<file path="src/rtl/i2c_sequencer.sv">
// I2C register-access sequencer: expands one write/read request into START/WRITE/READ/STOP
// primitive ops, each run through a 4-phase enable/complete handshake guarded by a timeout.
module i2c_sequencer #(
   parameter int TIMEOUT_CYCLES = 4095
) (
   input  logic        clk,
   input  logic        rst,
   input  logic        start,
   input  logic        rw,
   input  logic [6:0]  devAddr,
   input  logic [7:0]  regAddr,
   input  logic [1:0]  numBytes,
   input  logic [31:0] wrData,
   output logic        busy,
   output logic        done,
   output logic        timeout,
   output logic [31:0] rdData,
   output logic [1:0]  i2cInstruction,
   output logic        i2cEnable,
   output logic [7:0]  i2cByteToSend,
   input  logic [7:0]  i2cByteReceived,
   input  logic        i2cComplete,
   output logic [2:0]  fsm_state
);

   typedef enum logic [2:0] {
      IDLE      = 3'd0,
      ISSUE     = 3'd1,
      WAIT_LOW  = 3'd2,
      WAIT_HIGH = 3'd3,
      RELEASE   = 3'd4,
      FINISH    = 3'd5
   } state_t;

   typedef enum logic [2:0] {
      ST_START, ST_DEVW, ST_REG, ST_WDATA, ST_RSTART, ST_DEVR, ST_READ, ST_STOP
   } step_t;

   localparam logic [1:0]  OP_START = 2'b00;
   localparam logic [1:0]  OP_STOP  = 2'b01;
   localparam logic [1:0]  OP_READ  = 2'b10;
   localparam logic [1:0]  OP_WRITE = 2'b11;
   localparam logic [11:0] TO_LAST  = 12'(TIMEOUT_CYCLES - 1);

   state_t      state, state_nxt;
   step_t       step, step_nxt;
   logic [1:0]  byte_cnt, cnt_nxt, num_q, wr_idx;
   logic [11:0] tcnt;
   logic        rw_q, to_flag, load_op, to_hit;
   logic [6:0]  dev_q;
   logic [7:0]  reg_q, op_byte, wr_byte;
   logic [1:0]  op_instr;
   logic [31:0] wr_q;

   // Handshake: enable rises in ISSUE with instruction/byte already stable; the primitive
   // drops complete to accept, raises it when finished, and enable then falls for one cycle.
   assign busy      = (state != IDLE);
   assign done      = (state == FINISH);
   assign timeout   = done && to_flag;
   assign i2cEnable = (state == ISSUE) || (state == WAIT_LOW) || (state == WAIT_HIGH);
   assign fsm_state = state;

   assign to_hit = (tcnt == TO_LAST) &&
                   (((state == WAIT_LOW) && i2cComplete) || ((state == WAIT_HIGH) && !i2cComplete));

   always_comb begin
      state_nxt = state;
      step_nxt  = step;
      cnt_nxt   = byte_cnt;
      load_op   = 1'b0;
      case (state)
         IDLE: begin
            if (start) begin
               state_nxt = ISSUE;
               step_nxt  = ST_START;
               cnt_nxt   = 2'd0;
               load_op   = 1'b1;
            end
         end
         ISSUE:     state_nxt = WAIT_LOW;
         WAIT_LOW: begin
            if (!i2cComplete) state_nxt = WAIT_HIGH;
            else if (to_hit)  state_nxt = FINISH;
         end
         WAIT_HIGH: begin
            if (i2cComplete) state_nxt = RELEASE;
            else if (to_hit) state_nxt = FINISH;
         end
         RELEASE: begin
            state_nxt = ISSUE;
            load_op   = 1'b1;
            case (step)
               ST_START:  step_nxt = ST_DEVW;
               ST_DEVW:   step_nxt = ST_REG;
               ST_REG:    step_nxt = rw_q ? ST_RSTART : ST_WDATA;
               ST_RSTART: step_nxt = ST_DEVR;
               ST_DEVR:   step_nxt = ST_READ;
               ST_WDATA, ST_READ: begin
                  if (byte_cnt == num_q) begin
                     step_nxt = ST_STOP;
                  end else begin
                     cnt_nxt = byte_cnt + 2'd1;
                  end
               end
               ST_STOP: begin
                  state_nxt = FINISH;
                  load_op   = 1'b0;
               end
               default: step_nxt = ST_STOP;
            endcase
         end
         FINISH:  state_nxt = IDLE;
         default: state_nxt = IDLE;
      endcase
   end

   // Most-significant used byte goes out first.
   assign wr_idx  = num_q - cnt_nxt;
   assign wr_byte = wr_q[{wr_idx, 3'b000} +: 8];

   always_comb begin
      op_instr = OP_START;
      op_byte  = 8'h00;
      case (step_nxt)
         ST_START, ST_RSTART: op_instr = OP_START;
         ST_STOP:             op_instr = OP_STOP;
         ST_READ:             op_instr = OP_READ;
         ST_DEVW: begin
            op_instr = OP_WRITE;
            op_byte  = {dev_q, 1'b0};
         end
         ST_DEVR: begin
            op_instr = OP_WRITE;
            op_byte  = {dev_q, 1'b1};
         end
         ST_REG: begin
            op_instr = OP_WRITE;
            op_byte  = reg_q;
         end
         ST_WDATA: begin
            op_instr = OP_WRITE;
            op_byte  = wr_byte;
         end
         default: op_instr = OP_START;
      endcase
   end

   always_ff @(posedge clk) begin
      if (rst) begin
         state          <= IDLE;
         step           <= ST_START;
         byte_cnt       <= 2'd0;
         tcnt           <= 12'd0;
         rw_q           <= 1'b0;
         dev_q          <= 7'd0;
         reg_q          <= 8'd0;
         num_q          <= 2'd0;
         wr_q           <= 32'd0;
         to_flag        <= 1'b0;
         i2cInstruction <= OP_START;
         i2cByteToSend  <= 8'd0;
         rdData         <= 32'd0;
      end else begin
         state    <= state_nxt;
         step     <= step_nxt;
         byte_cnt <= cnt_nxt;
         if ((state == IDLE) && start) begin
            rw_q    <= rw;
            dev_q   <= devAddr;
            reg_q   <= regAddr;
            num_q   <= numBytes;
            wr_q    <= wrData;
            to_flag <= 1'b0;
            if (rw) rdData <= 32'd0;
         end
         if (load_op) begin
            i2cInstruction <= op_instr;
            i2cByteToSend  <= op_byte;
         end
         if (state == ISSUE) begin
            tcnt <= 12'd0;
         end else if ((state == WAIT_LOW) || (state == WAIT_HIGH)) begin
            tcnt <= tcnt + 12'd1;
         end
         if (to_hit) to_flag <= 1'b1;
         if ((state == WAIT_HIGH) && i2cComplete && (step == ST_READ)) begin
            rdData <= {rdData[23:0], i2cByteReceived};
         end
      end
   end

endmodule
</file>
<file path="config.mk">
export PLATFORM = sky130hd
export DESIGN_NAME = i2c_sequencer
export DESIGN_NICKNAME = d
export VERILOG_FILES = /design/src/rtl/i2c_sequencer.sv
export SDC_FILE = /design/constraint.sdc
export NUM_CORES = 1
export LEC_CHECK = 0
export BUFFER_PORTS_ARGS = -buffer_cell sky130_fd_sc_hd__buf_2
export CAP_MARGIN = 20
export CORE_AREA = 2 2 146 148
export CTS_CLUSTER_SIZE = 25
export DETAILED_ROUTE_END_ITERATION = 16
export DIE_AREA = 0 0 148 150
export PLACE_DENSITY = 0.4
export SLEW_MARGIN = 20
export SYNTH_ARGS = -nofsm -noshare
export SYNTH_HDL_FRONTEND = slang
export SYNTH_SLANG_ARGS = --single-unit
</file>
<file path="constraint.sdc">
create_clock -name clk -period 3.9 [get_ports clk]
set_clock_uncertainty 0.2 [all_clocks]
set_input_delay 0.39 -clock clk [delete_from_list [all_inputs] [get_ports clk]]
set_output_delay 0.39 -clock clk [all_outputs]
set_load 0.01 [all_outputs]
</file>
Word level (Yosys, flattened, before mapping):

Cells that the tools add are included.

* add/sub/neg operators: 3
* equal/unequal tests: 22
* shift operators: 1
* multiplexer cells: 25
* reductions and logical operators: 24

Operator list (number)
* 32-bit 2-to-1 mux: 3
* 8-bit one-hot mux with 4 select lines: 1
* 32-bit by 6-bit variable part select with 8-bit output: 1
* 3-bit == test (second input constant): 10
* 3-bit 2-to-1 mux: 8
* 3-bit by 2-bit == test with 1-bit output (second input constant): 6
* 3-bit one-hot mux with 6 select lines: 1
* 3-bit one-hot mux with 5 select lines: 1
* 12-bit by 1-bit adder with 12-bit output (second input constant): 1
* 12-bit == test (second input constant): 1
* 3-bit by 1-bit == test with 1-bit output (second input constant): 3
* 3-bit zero test: 3
* 2-bit one-hot mux with 4 select lines: 1
* 1-bit logical AND: 7
* 2-bit 2-to-1 mux: 3
* 3-bit one-hot mux with 2 select lines: 1
* 2-bit nonzero test: 3
* 2-bit OR reduction: 3
* 1-bit logical OR: 4
* 1-bit 2-to-1 mux: 4
* 2-bit one-hot mux with 2 select lines: 1
* 4-bit OR reduction: 1
* 3-bit nonzero test: 1
* 2-bit by 1-bit adder with 2-bit output (second input constant): 1
* 6 further kinds: 6

* bits in registers: 113
* input port bits: 62
* output and inout port bits: 49
* word-level logic and storage cells: 88

Logic depth before layout (Yosys ltp):

Gate-level depths: netlist of run 1.

* depth in word-level cells: 7
* depth in mapped cells: 14
* mapped depth without buffers: 12

Worst setup path before layout of run 1:

Ideal clock, no wire load.

* path type: reg-to-reg
* start: register state[0], in the netlist fsm_state[0]
* end: register i2cByteToSend[4]
* setup time: 0.131 ns
* arrival: 2.990 ns
* data required time: 3.569 ns
* path slack: 0.579 ns
* cell stages (with the launch flop): 14
* path buffers: 4
* period minus slack after synthesis: 3.321 ns
* cell sequence: dfxtp_1 > buf_2 > nor4b_4 > buf_2 > buf_1 > nor2_1 > ha_1 > xnor2_1 > o21ai_1 > mux2_4 > buf_4 > and3_1 > o21ai_1 > a31oi_1

* longest elaborated chain between the ends: 5
* elaborated cells on any way between the ends: 12
* those cells by class: add/sub (1); eq/ne (5); shift (1); mux (4); reduce/logical (1)

RTL lines
* from (decl): line 45 `state_t state, state_nxt;`
* from (signal assigned): line 164 `state <= state_nxt;`
* 3-bit == test / 3-bit zero test (equally long branches): line 71 `case (state)`
* 2-bit one-hot mux with 2 select lines (*): line 71
* net cnt_nxt[0]: line 47 `logic [1:0] byte_cnt, cnt_nxt, num_q, wr_idx;`
* 2-bit subtractor (*): line 118 `assign wr_idx = num_q - cnt_nxt;`
* 32-bit by 6-bit variable part select with 8-bit output (*): line 119 `assign wr_byte = wr_q[{wr_idx, 3'b000} +: 8];`
* 8-bit one-hot mux with 4 select lines (*): line 124 `case (step_nxt)`
* to (signal assigned): line 178 `i2cByteToSend <= op_byte;`
* to (decl): line 20 `output logic [7:0] i2cByteToSend,`

Mark *: on every way through the listed nets, which the timed path passes. The rest lies on a longest branch.
A chain may end at the register's enable or synchronous reset.

Worst setup path after layout of run 1:

* start: register state[2], in the netlist fsm_state[2]
* end: register i2cByteToSend[0]

The elaborated chain is that of the path after synthesis.

==> results by group, run 1 <==
Clocking
  – TritonCTS Buffers: 17
  – Clk pin slew, worst setup/hold paths: 0.06 ns
  – # hold bufs at CTS: 5
  – Clock Latency Late Sink: 0.42 ns
  – CTS tree: built
  – Clock root buffer master: clkbuf_16
  – Longest Clk Path Bufs: 2
  – Post_cts resized: 0
  – CTS sink count: 113
  – Post-CTS Setup Inserts: 0
  – H-Tree Depth: 4

STA
  – Total negative setup slack: 0 ns
  – Tcrit/Tclk final: 0.835
  – RSZ-0062 raised after global routing: false
  – Hold Fails Final Rpt: 0
  – Setup-failing EPs final: 0
  – Slew HR: 0.452
  – Final Max Slew Viols: 0
  – Slew @ Worst Pin: 0.815 ns
  – Fmax: 0.307 GHz
  – Min Clock Period, post-route: 3.26 ns

Hold path
  – Tightest Hold Check Type: in2reg
  – WHS Path Cells: 3

Cells and area
  – Number of inserted diodes: 0
  – Most frequent cells in the layout: nand2_1, dfxtp_1, buf_2
  – Area grow syn2layout: 29.8%
  – Layout cells sized above 1: 0.240
  – Fin nets: 776
  – Final core occ: 0.318
  – Fill count: 2,235
  – Commonest non-fill, non-tap cell in the layout: nand2_1

Power
  – Seq pwr share: 0.377
  – Pint: 2.52 mW
  – Switching Power: 0.955 mW
  – PD cells: 529 nW/um^2
  – Switching share of power: 0.275
  – Comb pwr share: 0.137
  – P_leak: 2.63 nW
  – Peak supply drop: 0.000289 V
  – Clock Power Share: 0.486

Die
  – Total I/O pin count: 111
  – Initial core utilization: 0.245
  – Die area: 22,200 sq um
  – Core box area: 20,700 sq um
  – DIE HEIGHT: 150 um
  – Chip width: 148 um
  – Core Rows: 53

Setup path
  – CP startpoint kind: flop
  – Crit path max fanout: 20
  – Crit path required time: 4.04 ns
  – RR Endpoint: i2cByteToSend[0]$_SDFFE_PP0P_
  – Worst EP arrival: 3.40 ns
  – Setup CP Type: reg2reg
  – Reg-to-reg critical path startpoint: fsm_state[2]$_SDFFE_PP0P_
  – Worst setup path endpoint: i2cByteToSend[0]$_SDFFE_PP0P_
  – Worst path bufs/invs: 0
  – Slowest CP cell: dfxtp_1
  – Critical Path Max Stage Delay: 0.73 ns
  – Worst setup startpoint: fsm_state[2]$_SDFFE_PP0P_
  – CP delay by family, top: flip-flops
  – FF-to-FF setup slack: 0.64 ns
  – CP Capture Type: flop
  – Worst R2R Path Depth: 12
  – Critical path depth in cells: 12
  – CP Cell Sequence: nand4bb_2 -> nor2_1 -> o211ai_1 -> o21ai_0 -> nor2_1 -> ha_1 -> xnor2_2 -> o21ai_1 -> mux2_4 -> nand2_2 -> mux2_4 -> a31oi_1

Detailed routing
  – Vias per inst: 4.66
  – Detailed Route WL: 14.7 mm
  – Via count: 4,657
  – Post-DRT Antenna Nets: 0
  – Initial DRC Count: 276
  – DR pass1 iterations: 7
  – Residual DRC count: 0
  – WL per Instance: 14.7 um

Logic synthesis
  – Netlist cell types: 57
  – Seq cells post-synth: 113
  – Syn. warnings: 0
  – Cells after Synth: 611
  – Syn_nets: 676
  – Seq/Total Area, Yosys: 0.447
  – Top_reg_cell synth: dfxtp_1
  – Mapped cell area: 5070 sq um
  – FFs w/ async S/R, synth: 0
  – Post-synth EDFFs: 0
  – Average cell area after synthesis: 8.29 sq um

GRT
  – Initial antenna violation count: 0
  – Largest net degree at the start of global routing: 103
  – Vias in the first global route: 4,595
  – Overflow left after global routing: 0
  – GRT Total Usage: 0.134
  – Global-route wire length before repair: 23.5 mm

Run
  – Max-cap violation count: 0

Placement
  – Port buffer count: 110
  – Final GP Congestion: 0.746
  – DP Wirelength: 10.4 mm

Status
  – Status: finished, final reports clean
-- worst min-delay path by stage --
stage                                               from                        endpoint  slack (ns)
after CTS                                     wrData[12]           wr_q[12]$_SDFFE_PP0P_       0.001
after detailed placement  i2cInstruction[1]$_SDFFE_PP0P_  i2cInstruction[1]$_SDFFE_PP0P_        0.25
final                                         regAddr[4]           reg_q[4]$_SDFFE_PP0P_        0.01
after floorplan                    wr_q[17]$_SDFFE_PP0P_           wr_q[17]$_SDFFE_PP0P_        0.23
after global placement    i2cInstruction[1]$_SDFFE_PP0P_  i2cInstruction[1]$_SDFFE_PP0P_        0.24
after global routing                          regAddr[1]           reg_q[1]$_SDFFE_PP0P_       0.008
-- per-stage QoR --
stage	hold WS, ns	instance area, sq um	total power, mW	setup slack [ns]	instances
after floorplan	0.232	5070	1.66	0.579	611
after global placement	0.242	5860	1.82	0.737	961
after detailed placement	0.247	5860	1.82	0.668	961
after CTS	0.00148	6560	3.54	0.650	998
after global routing	0.00843	6580	3.65	0.317	999
final	0.0135	6580	3.48	0.643	999
-- layer usage --
metal,up-vias,track usage,wire (um)
li1,2356,-,-
met1,2177,0.172,7020
met2,107,0.210,6640
met3,17,0.0442,782
met4,0,0.0471,228
met5,-,0,0
-- worst min-delay path, cell delays in order --
cell	delay, ns
buf_2	0.10
nand2_1	0.05
a21oi_1	0.05
-- Yosys cell counts, types with 3 or more instances --
master    instances  area [sq um]
o211ai_1          8          60.1
a211oi_1          4          30.0
a21oi_1          62           310
nor2_1           57           214
or3_1             4          25.0
xnor2_1           4          35.0
a22oi_1          32           240
o21ai_1           8          40.0
clkbuf_1         29           109
mux2_2            7          78.8
nand4_1           7          43.8
nor2b_1          12          75.1
dfxtp_1         113          2260
nor3_1            4          20.0
xor2_1            8          70.1
a31oi_1          10          62.6
mux2i_1          11           110
buf_1             5          18.8
nor4_2            3          37.5
buf_2            10          50.1
inv_1            10          37.5
a222oi_1          7          70.1
ha_1              3          37.5
o21ai_0           7          35.0
nand2_1         127           477
and3_1           10          62.6
a21boi_1          7          52.6
a221oi_1          7          61.3
-- layout make-up --
class	instances	area (sq um)	share of cell area
clock inverter	13	198	0.0301
multi-input combinational	442	2580	0.393
inverter	10	37.5	0.00571
clock buffer	19	453	0.0689
sequential	113	2260	0.344
timing repair buffer	127	699	0.106
tap	275	344	0.0523
-- flip-flops by register name, indices dropped and copies added, names as in the netlist --
register        flops
step                3
wr_q               32
reg_q               8
dev_q               7
rw_q                1
num_q               2
byte_cnt            2
fsm_state           3
rdData             32
tcnt               12
to_flag             1
i2cByteToSend       8
i2cInstruction      2
-- cell families after synthesis --
group,after synthesis,share of synthesized area
AND/OR/NAND/NOR,242,0.219
AO/OA/AOI/OAI,164,0.214
flip-flops,113,0.447
buffers and inverters,56,0.0462
multiplexers,20,0.0432
XOR/XNOR,13,0.0240
adder cells (fa/ha/maj),3,0.00741
-- power by group through the flow --
stage	logic [mW]	clock network (mW)	registers (mW)
2_1_floorplan	0.365	0	1.30
3_3_place_gp	0.480	0	1.34
3_5_place_dp	0.486	0	1.34
4_1_cts	0.492	1.73	1.31
5_1_grt	0.543	1.79	1.32
6_report	0.477	1.69	1.31
Note: power is estimated with default switching activity, not from simulation.
==> run 2, diff against run 1 <==
==> constraint.sdc (replaced) <==
create_clock -name clk -period 3.2 [get_ports clk]
set_clock_uncertainty 0.2 [all_clocks]
set_input_delay 0.32 -clock clk [delete_from_list [all_inputs] [get_ports clk]]
set_output_delay 0.32 -clock clk [all_outputs]
set_load 0.01 [all_outputs]
==> run 2 against run 1 <==
Compared with the run above: power increased by 18%; utilization rose by 2.2 points; final cell count is 5.5% higher; critical path type unchanged; critical endpoint unchanged; highest routed layer unchanged.
==> results by group, run 2 (synthesized netlist as in run 1, its figures left out) <==
Setup path
  – CP Capture Type: flop (unchanged)
  – Crit path required time: 3.33 ns (was 4.04 ns)
  – CP startpoint kind: flop (unchanged)
  – Worst R2R Path Depth: 12 (unchanged)
  – Critical Path Max Stage Delay: 0.49 ns (was 0.73 ns)
  – Setup CP Type: reg2reg (unchanged)
  – Worst EP arrival: 3.09 ns (was 3.40 ns)
  – Critical path depth in cells: 12 (unchanged)
  – Slowest CP cell: dfxtp_1 (unchanged)
  – Crit path max fanout: 16 (was 20)
  – Worst path bufs/invs: 0 (unchanged)
  – CP Cell Sequence: nand4bb_2 -> nor2_1 -> o211ai_1 -> o21ai_0 -> nor2_1 -> ha_1 -> xnor2_2 -> o21ai_1 -> mux2_4 -> nand2_2 -> mux2_4 -> a31oi_1 (unchanged)
  – CP delay by family, top: multiplexers (was flip-flops)

Clocking
  – CTS tree: built (unchanged)
  – CTS sink count: 113 (unchanged)
  – # hold bufs at CTS: 55 (was 5)
  – Longest Clk Path Bufs: 2 (unchanged)
  – Clk pin slew, worst setup/hold paths: 0.06 ns (about the same)
  – Post-CTS Setup Inserts: 0 (unchanged)
  – TritonCTS Buffers: 17 (unchanged)
  – Clock Latency Late Sink: 0.42 ns (about the same)
  – Post_cts resized: 0 (unchanged)
  – Clock root buffer master: clkbuf_16 (unchanged)
  – H-Tree Depth: 4 (unchanged)

Die
  – Core Rows: 53 (unchanged)
  – Total I/O pin count: 111 (unchanged)
  – Die area: 22,200 sq um (unchanged)
  – Chip width: 148 um (unchanged)
  – Core box area: 20,700 sq um (unchanged)
  – Initial core utilization: 0.245 (unchanged)
  – DIE HEIGHT: 150 um (unchanged)

Cells and area
  – Most frequent cells in the layout: nand2_1, dfxtp_1, buf_2 (unchanged)
  – Cell area after layout: 7030 sq um (was 6580 sq um)
  – Biggest regs: rdData: 32 flops, wr_q: 32 flops, tcnt: 12 flops (unchanged)
  – Fin nets: 831 (was 776)
  – Layout cells sized above 1: 0.232 (was 0.240)
  – Area grow syn2layout: 38.8% (was 29.8%)
  – Final core occ: 0.340 (was 0.318)
  – Number of inserted diodes: 0 (unchanged)
  – Final cell count without fillers: 1,054 (was 999)
  – Fill count: 2,221 (was 2,235)
  – Commonest non-fill, non-tap cell in the layout: nand2_1 (unchanged)

Hold path
  – WHS Path Cells: 3 (unchanged)
  – Tightest Hold Check Type: in2reg (unchanged)

Detailed routing
  – DR pass1 iterations: 4 (was 7)
  – Post-DRT Antenna Nets: 0 (unchanged)
  – Residual DRC count: 0 (unchanged)
  – Initial DRC Count: 253 (was 276)
  – Vias per inst: 4.61 (was 4.66)
  – Detailed Route WL: 15.0 mm (was 14.7 mm)
  – WL per Instance: 14.2 um (was 14.7 um)
  – Via count: 4,859 (was 4,657)

GRT
  – Global-route wire length before repair: 24.3 mm (was 23.5 mm)
  – Met3 GRT Util: 0.0402 (was 0.0442)
  – Initial antenna violation count: 0 (unchanged)
  – GRT Total Usage: 0.138 (was 0.134)
  – Grt peak-use layer: met2 (unchanged)
  – M1 GR Usage: 0.187 (was 0.172)
  – Met2 Resource Use GR: 0.211 (was 0.210)
  – Overflow left after global routing: 0 (unchanged)
  – Vias in the first global route: 4,778 (was 4,595)
  – Largest net degree at the start of global routing: 62 (was 103)

Power
  – Total power: 4.09 mW (was 3.48 mW)
  – P_leak: 2.82 nW (was 2.63 nW)
  – PD cells: 582 nW/um^2 (was 529 nW/um^2)
  – Peak supply drop: 0.000370 V (was 0.000289 V)

STA
  – Slew @ Worst Pin: 0.792 ns (was 0.815 ns)
  – Hold Fails Final Rpt: 0 (unchanged)
  – Setup-failing EPs final: 0 (unchanged)
  – Tcrit/Tclk final: 0.926 (was 0.835)
  – Fmax: 0.337 GHz (was 0.307 GHz)
  – Final Max Slew Viols: 0 (unchanged)
  – Min Hold Slack: 0.0186 ns (was 0.0135 ns)
  – Slew HR: 0.467 (was 0.452)
  – RSZ-0062 raised after global routing: false (unchanged)
  – Slack of the critical path: 0.236 ns (was 0.643 ns)
  – Total negative setup slack: 0 ns (unchanged)
  – Min Clock Period, post-route: 2.96 ns (was 3.26 ns)

Run
  – Max-cap violation count: 0 (unchanged)

Status
  – Status: finished, final reports clean (unchanged)

Placement
  – Pre-CTS WS: 0.300 ns (was 0.668 ns)
  – Placed cells: 967 (was 961)
  – Placed cell areas: 5910 sq um (was 5860 sq um)
  – Port buffer count: 110 (unchanged)
  – DP Wirelength: 10.5 mm (was 10.4 mm)
  – Final GP Congestion: 0.776 (was 0.746)
==> run 2: changes by cell type in the layout (fill, tap and decap cells not counted) <==
cell           before  now
clkbuf_8            2    0
bufinv_16           4    1
inv_8               0    1
inv_6               4    8
buf_6               1    0
buf_4              11   18
nor2b_1            12   11
nor2b_2             0    1
clkinv_4            4    1
clkinvlp_4          1    3
dlygate4sd3_1       6   55
clkinv_2            0    1
==> run 2: path summary, 6_finish.rpt <==
check                                                endpoint             startpoint  slack, ns
worst min register to register          wr_q[17]$_SDFFE_PP0P_  wr_q[17]$_SDFFE_PP0P_       0.26
worst max-delay path            i2cByteToSend[0]$_SDFFE_PP0P_     step[1]$_SDFF_PP0_       0.24
worst max register to register  i2cByteToSend[0]$_SDFFE_PP0P_     step[1]$_SDFF_PP0_       0.24
worst min-delay path                    wr_q[16]$_SDFFE_PP0P_             wrData[16]       0.02
==> run 2: area by class of cell <==
class	instances	area (sq um)	share of cell area
Multi-Input combinational cell	442	2580	0.367
Sequential cell	113	2260	0.322
Timing Repair Buffer	182	1230	0.175
Clock buffer	17	425	0.0605
Tap cell	275	344	0.0489
Clock inverter	15	148	0.0210
Inverter	10	37.5	0.00534
==> run 2: layer usage <==
metal / routed length [um] / vias up
li1: - / 2472
met2: 6880 / 77
met5: 0 / -
met4: 138 / 0
met3: 566 / 7
met1: 7420 / 2303
==> run 2: worst min-delay path, cell delays in order <==
cell     delay [ns]
buf_2          0.10
nand2_1        0.09
a21oi_1        0.07
==> run 2: power by group <==
group	total, mW	leakage, nW	switching (mW)	internal [mW]
combinational	0.674	1.63	0.404	0.270
sequential	1.58	0.918	0.0739	1.50
clock	1.84	0.274	0.752	1.09
total	4.09	2.82	1.23	2.86
==> run 3, diff against run 2 <==
--- a/config.mk
+++ b/config.mk
@@ -11,6 +11,7 @@
 export CTS_CLUSTER_SIZE = 25
 export DETAILED_ROUTE_END_ITERATION = 16
 export DIE_AREA = 0 0 148 150
+export GPL_TIMING_DRIVEN = 0
 export PLACE_DENSITY = 0.4
 export SLEW_MARGIN = 20
 export SYNTH_ARGS = -nofsm -noshare
==> run 3 against run 2 <==
Compared with the run above: design area up 3.3%; sequential share of layout area is 1.0 points lower; first-iteration DRC count down 0.79%; routed wire length up 8.3%; utilization rose by 1.1 points; combinational power is 7.6% higher; final cell count increased by 3.3%; via count up 4.0%; hold slack gained 0.050 ns; die area unchanged; non-clock buffer count up 35; largest cell class unchanged; highest routed layer unchanged.
==> results by group, run 3 (synthesized netlist as in run 1, its figures left out) <==
Power
  – P_leak: 2.88 nW (was 2.82 nW)
  – PD cells: 579 nW/um^2 (was 582 nW/um^2)
  – Total power: 4.21 mW (was 4.09 mW)
  – Clock Power Share: 0.453 (was 0.450)
  – Seq pwr share: 0.375 (was 0.385)
  – Switching Power: 1.24 mW (was 1.23 mW)
  – Peak supply drop: 0.000378 V (was 0.000370 V)
  – Pint: 2.97 mW (was 2.86 mW)
  – Comb pwr share: 0.172 (was 0.165)
  – Switching share of power: 0.294 (was 0.300)

Cells and area
  – Biggest regs: rdData: 32 flops, wr_q: 32 flops, tcnt: 12 flops (unchanged)
  – Footprint of the multi-input gates: 2650 sq um (was 2580 sq um)
  – Fin nets: 866 (was 831)
  – Fill count: 2,194 (was 2,221)
  – Layout cells sized above 1: 0.231 (was 0.232)
  – Number of inserted diodes: 0 (unchanged)
  – Commonest non-fill, non-tap cell in the layout: nand2_1 (unchanged)
  – Final cell count without fillers: 1,089 (was 1,054)
  – Seq. cell area: 2260 sq um (about the same)
  – Area grow syn2layout: 43.4% (was 38.8%)
  – Final core occ: 0.351 (was 0.340)
  – Most frequent cells in the layout: nand2_1, buf_2, dfxtp_1 (was nand2_1, dfxtp_1, buf_2)

STA
  – Hold Fails Final Rpt: 0 (unchanged)
  – Tcrit/Tclk final: 0.956 (was 0.926)
  – RSZ-0062 raised after global routing: false (unchanged)
  – Slew HR: 0.377 (was 0.467)
  – Fmax: 0.327 GHz (was 0.337 GHz)
  – Setup-failing EPs final: 0 (unchanged)
  – Min Hold Slack: 0.0682 ns (was 0.0186 ns)
  – Min Clock Period, post-route: 3.06 ns (was 2.96 ns)
  – Slew @ Worst Pin: 0.926 ns (was 0.792 ns)
  – Final Max Slew Viols: 0 (unchanged)
  – Slack of the critical path: 0.141 ns (was 0.236 ns)

Placement
  – Placed cells: 996 (was 967)
  – DP Wirelength: 11.9 mm (was 10.5 mm)
  – Pre-CTS WS: -0.810 ns (was 0.300 ns)
  – Final GP Congestion: 0.773 (was 0.776)
  – Port buffer count: 110 (unchanged)

Clocking
  – H-Tree Depth: 4 (unchanged)
  – Clock Latency Late Sink: 0.42 ns (about the same)
  – CTS tree: built (unchanged)
  – Clock root buffer master: clkbuf_16 (unchanged)
  – Longest Clk Path Bufs: 2 (unchanged)
  – Clk pin slew, worst setup/hold paths: 0.05 ns (was 0.06 ns)
  – TritonCTS Buffers: 17 (unchanged)
  – CTS sink count: 113 (unchanged)

GRT
  – Initial antenna violation count: 0 (unchanged)
  – Met2 Resource Use GR: 0.243 (was 0.211)
  – GRT Total Usage: 0.148 (was 0.138)
  – Global-route wire length before repair: 25.6 mm (was 24.3 mm)
  – Grt peak-use layer: met2 (unchanged)
  – Largest net degree at the start of global routing: 19 (was 62)
  – Vias in the first global route: 4,833 (was 4,778)
  – Met3 GRT Util: 0.0381 (was 0.0402)
  – M1 GR Usage: 0.190 (was 0.187)
  – Overflow left after global routing: 0 (unchanged)

Hold path
  – WHS Path Cells: 4 (was 3)
  – Hold wc startpoint: i2cComplete (was wrData[16])
  – Hold Path End: fsm_state[0]$_SDFFE_PP0P_ (was wr_q[16]$_SDFFE_PP0P_)
  – Tightest Hold Check Type: in2reg (unchanged)

Setup path
  – Worst path bufs/invs: 4 (was 0)
  – CP Cell Sequence: buf_2 -> nor4b_4 -> buf_6 -> nor2_1 -> ha_1 -> xnor2_4 -> buf_4 -> nor2_1 -> mux2i_2 -> clkbuf_4 -> a21boi_1 -> o21ai_1 -> a31oi_1 (was nand4bb_2 -> nor2_1 -> o211ai_1 -> o21ai_0 -> nor2_1 -> ha_1 -> xnor2_2 -> o21ai_1 -> mux2_4 -> nand2_2 -> mux2_4 -> a31oi_1)
  – CP Capture Type: flop (unchanged)
  – Most frequent CP cell: nor2_1
  – Slowest CP cell: nor4b_4 (was dfxtp_1)
  – Worst EP arrival: 3.15 ns (was 3.09 ns)
  – CP delay by family, top: buffers and inverters (was multiplexers)
  – Critical Path Max Stage Delay: 0.42 ns (was 0.49 ns)
  – FF-to-FF setup slack: 0.14 ns (was 0.24 ns)
  – Crit path required time: 3.29 ns (was 3.33 ns)
  – Reg-to-reg critical path startpoint: fsm_state[0]$_SDFFE_PP0P_ (was step[1]$_SDFF_PP0_)
  – CP startpoint kind: flop (unchanged)
  – Setup CP Type: reg2reg (unchanged)
  – Worst R2R Path Depth: 13 (was 12)
  – RR Endpoint: i2cByteToSend[7]$_SDFFE_PP0P_ (was i2cByteToSend[0]$_SDFFE_PP0P_)
  – Crit path max fanout: 10 (was 16)

Detailed routing
  – WL per Instance: 14.9 um (was 14.2 um)
  – Initial DRC Count: 251 (was 253)
  – Vias per inst: 4.64 (was 4.61)
  – Residual DRC count: 0 (unchanged)
  – Post-DRT Antenna Nets: 0 (unchanged)
  – Detailed Route WL: 16.3 mm (was 15.0 mm)
  – DR pass1 iterations: 6 (was 4)
  – Via count: 5,053 (was 4,859)

Die
  – Die area: 22,200 sq um (unchanged)
  – Total I/O pin count: 111 (unchanged)
  – Initial core utilization: 0.245 (unchanged)
  – Core Rows: 53 (unchanged)
  – Core box area: 20,700 sq um (unchanged)
  – DIE HEIGHT: 150 um (unchanged)
  – Chip width: 148 um (unchanged)

Run
  – Max-cap violation count: 0 (unchanged)

Status
  – Status: finished, final reports clean (unchanged)
[run 3: final cells by class]
| cell class | count | area share |
|---|---|---|
| Clock inverter | 14 | 0.0214 |
| Clock buffer | 18 | 0.0604 |
| Timing Repair Buffer | 172 | 0.160 |
| Sequential cell | 113 | 0.312 |
| Buffer | 45 | 0.0289 |
| Tap cell | 275 | 0.0474 |
| Multi-Input combinational cell | 442 | 0.365 |
| Inverter | 10 | 0.00517 |
[run 3: worst max-delay path by stage]
stage / from / end / slack (ns) / cells past startpoint
final: fsm_state[0]$_SDFFE_PP0P_ / i2cByteToSend[7]$_SDFFE_PP0P_ / 0.14 / 13
after global placement: fsm_state[0]$_SDFFE_PP0P_ / i2cByteToSend[4]$_SDFFE_PP0P_ / -0.78 / 13
after floorplan: fsm_state[0]$_SDFFE_PP0P_ / i2cByteToSend[4]$_SDFFE_PP0P_ / 0.04 / 13
after detailed placement: fsm_state[0]$_SDFFE_PP0P_ / i2cByteToSend[4]$_SDFFE_PP0P_ / -0.81 / 13
after global routing: fsm_state[0]$_SDFFE_PP0P_ / i2cByteToSend[0]$_SDFFE_PP0P_ / 0.01 / 13
after CTS: fsm_state[2]$_SDFFE_PP0P_ / i2cByteToSend[4]$_SDFFE_PP0P_ / 0.01 / 15
[run 3: power by group through the flow]
stage / logic, mW / registers, mW / clock network, mW
after CTS: 0.730 / 1.58 / 1.94
after detailed placement: 0.656 / 1.61 / 0
final: 0.725 / 1.58 / 1.90
after global routing: 0.810 / 1.59 / 2.01
after global placement: 0.648 / 1.61 / 0
after floorplan: 0.446 / 1.58 / 0
[run 3: what timing repair did]
action	4_1_cts	5_1_grt
hold endpoints to repair	58	0
buffers inserted	4	0
hold buffers	58	0
setup endpoints to repair	8	8
pin swaps	1	0
gates cloned	0	0
resized for setup	5	16
[run 3: tightest hold or removal path: stages]
cell and delay (ns):
buf_2 0.14, inv_1 0.05, a21oi_1 0.05, nor2_1 0.09
[run 3: per-layer routing]
metal | wire [um] | vias to the layer above
li1 | - | 2539
met1 | 7530 | 2381
met2 | 7720 | 116
met3 | 800 | 17
met4 | 195 | 0
met5 | 0 | -
[run 3: stage by stage]
step | area [sq um] | setup TNS, ns
3_3_place_gp | 5970 | -5.84
6_report | 7270 | 0
5_1_grt | 7270 | 0
4_1_cts | 7200 | 0
3_5_place_dp | 5970 | -6.13
2_1_floorplan | 5070 | 0
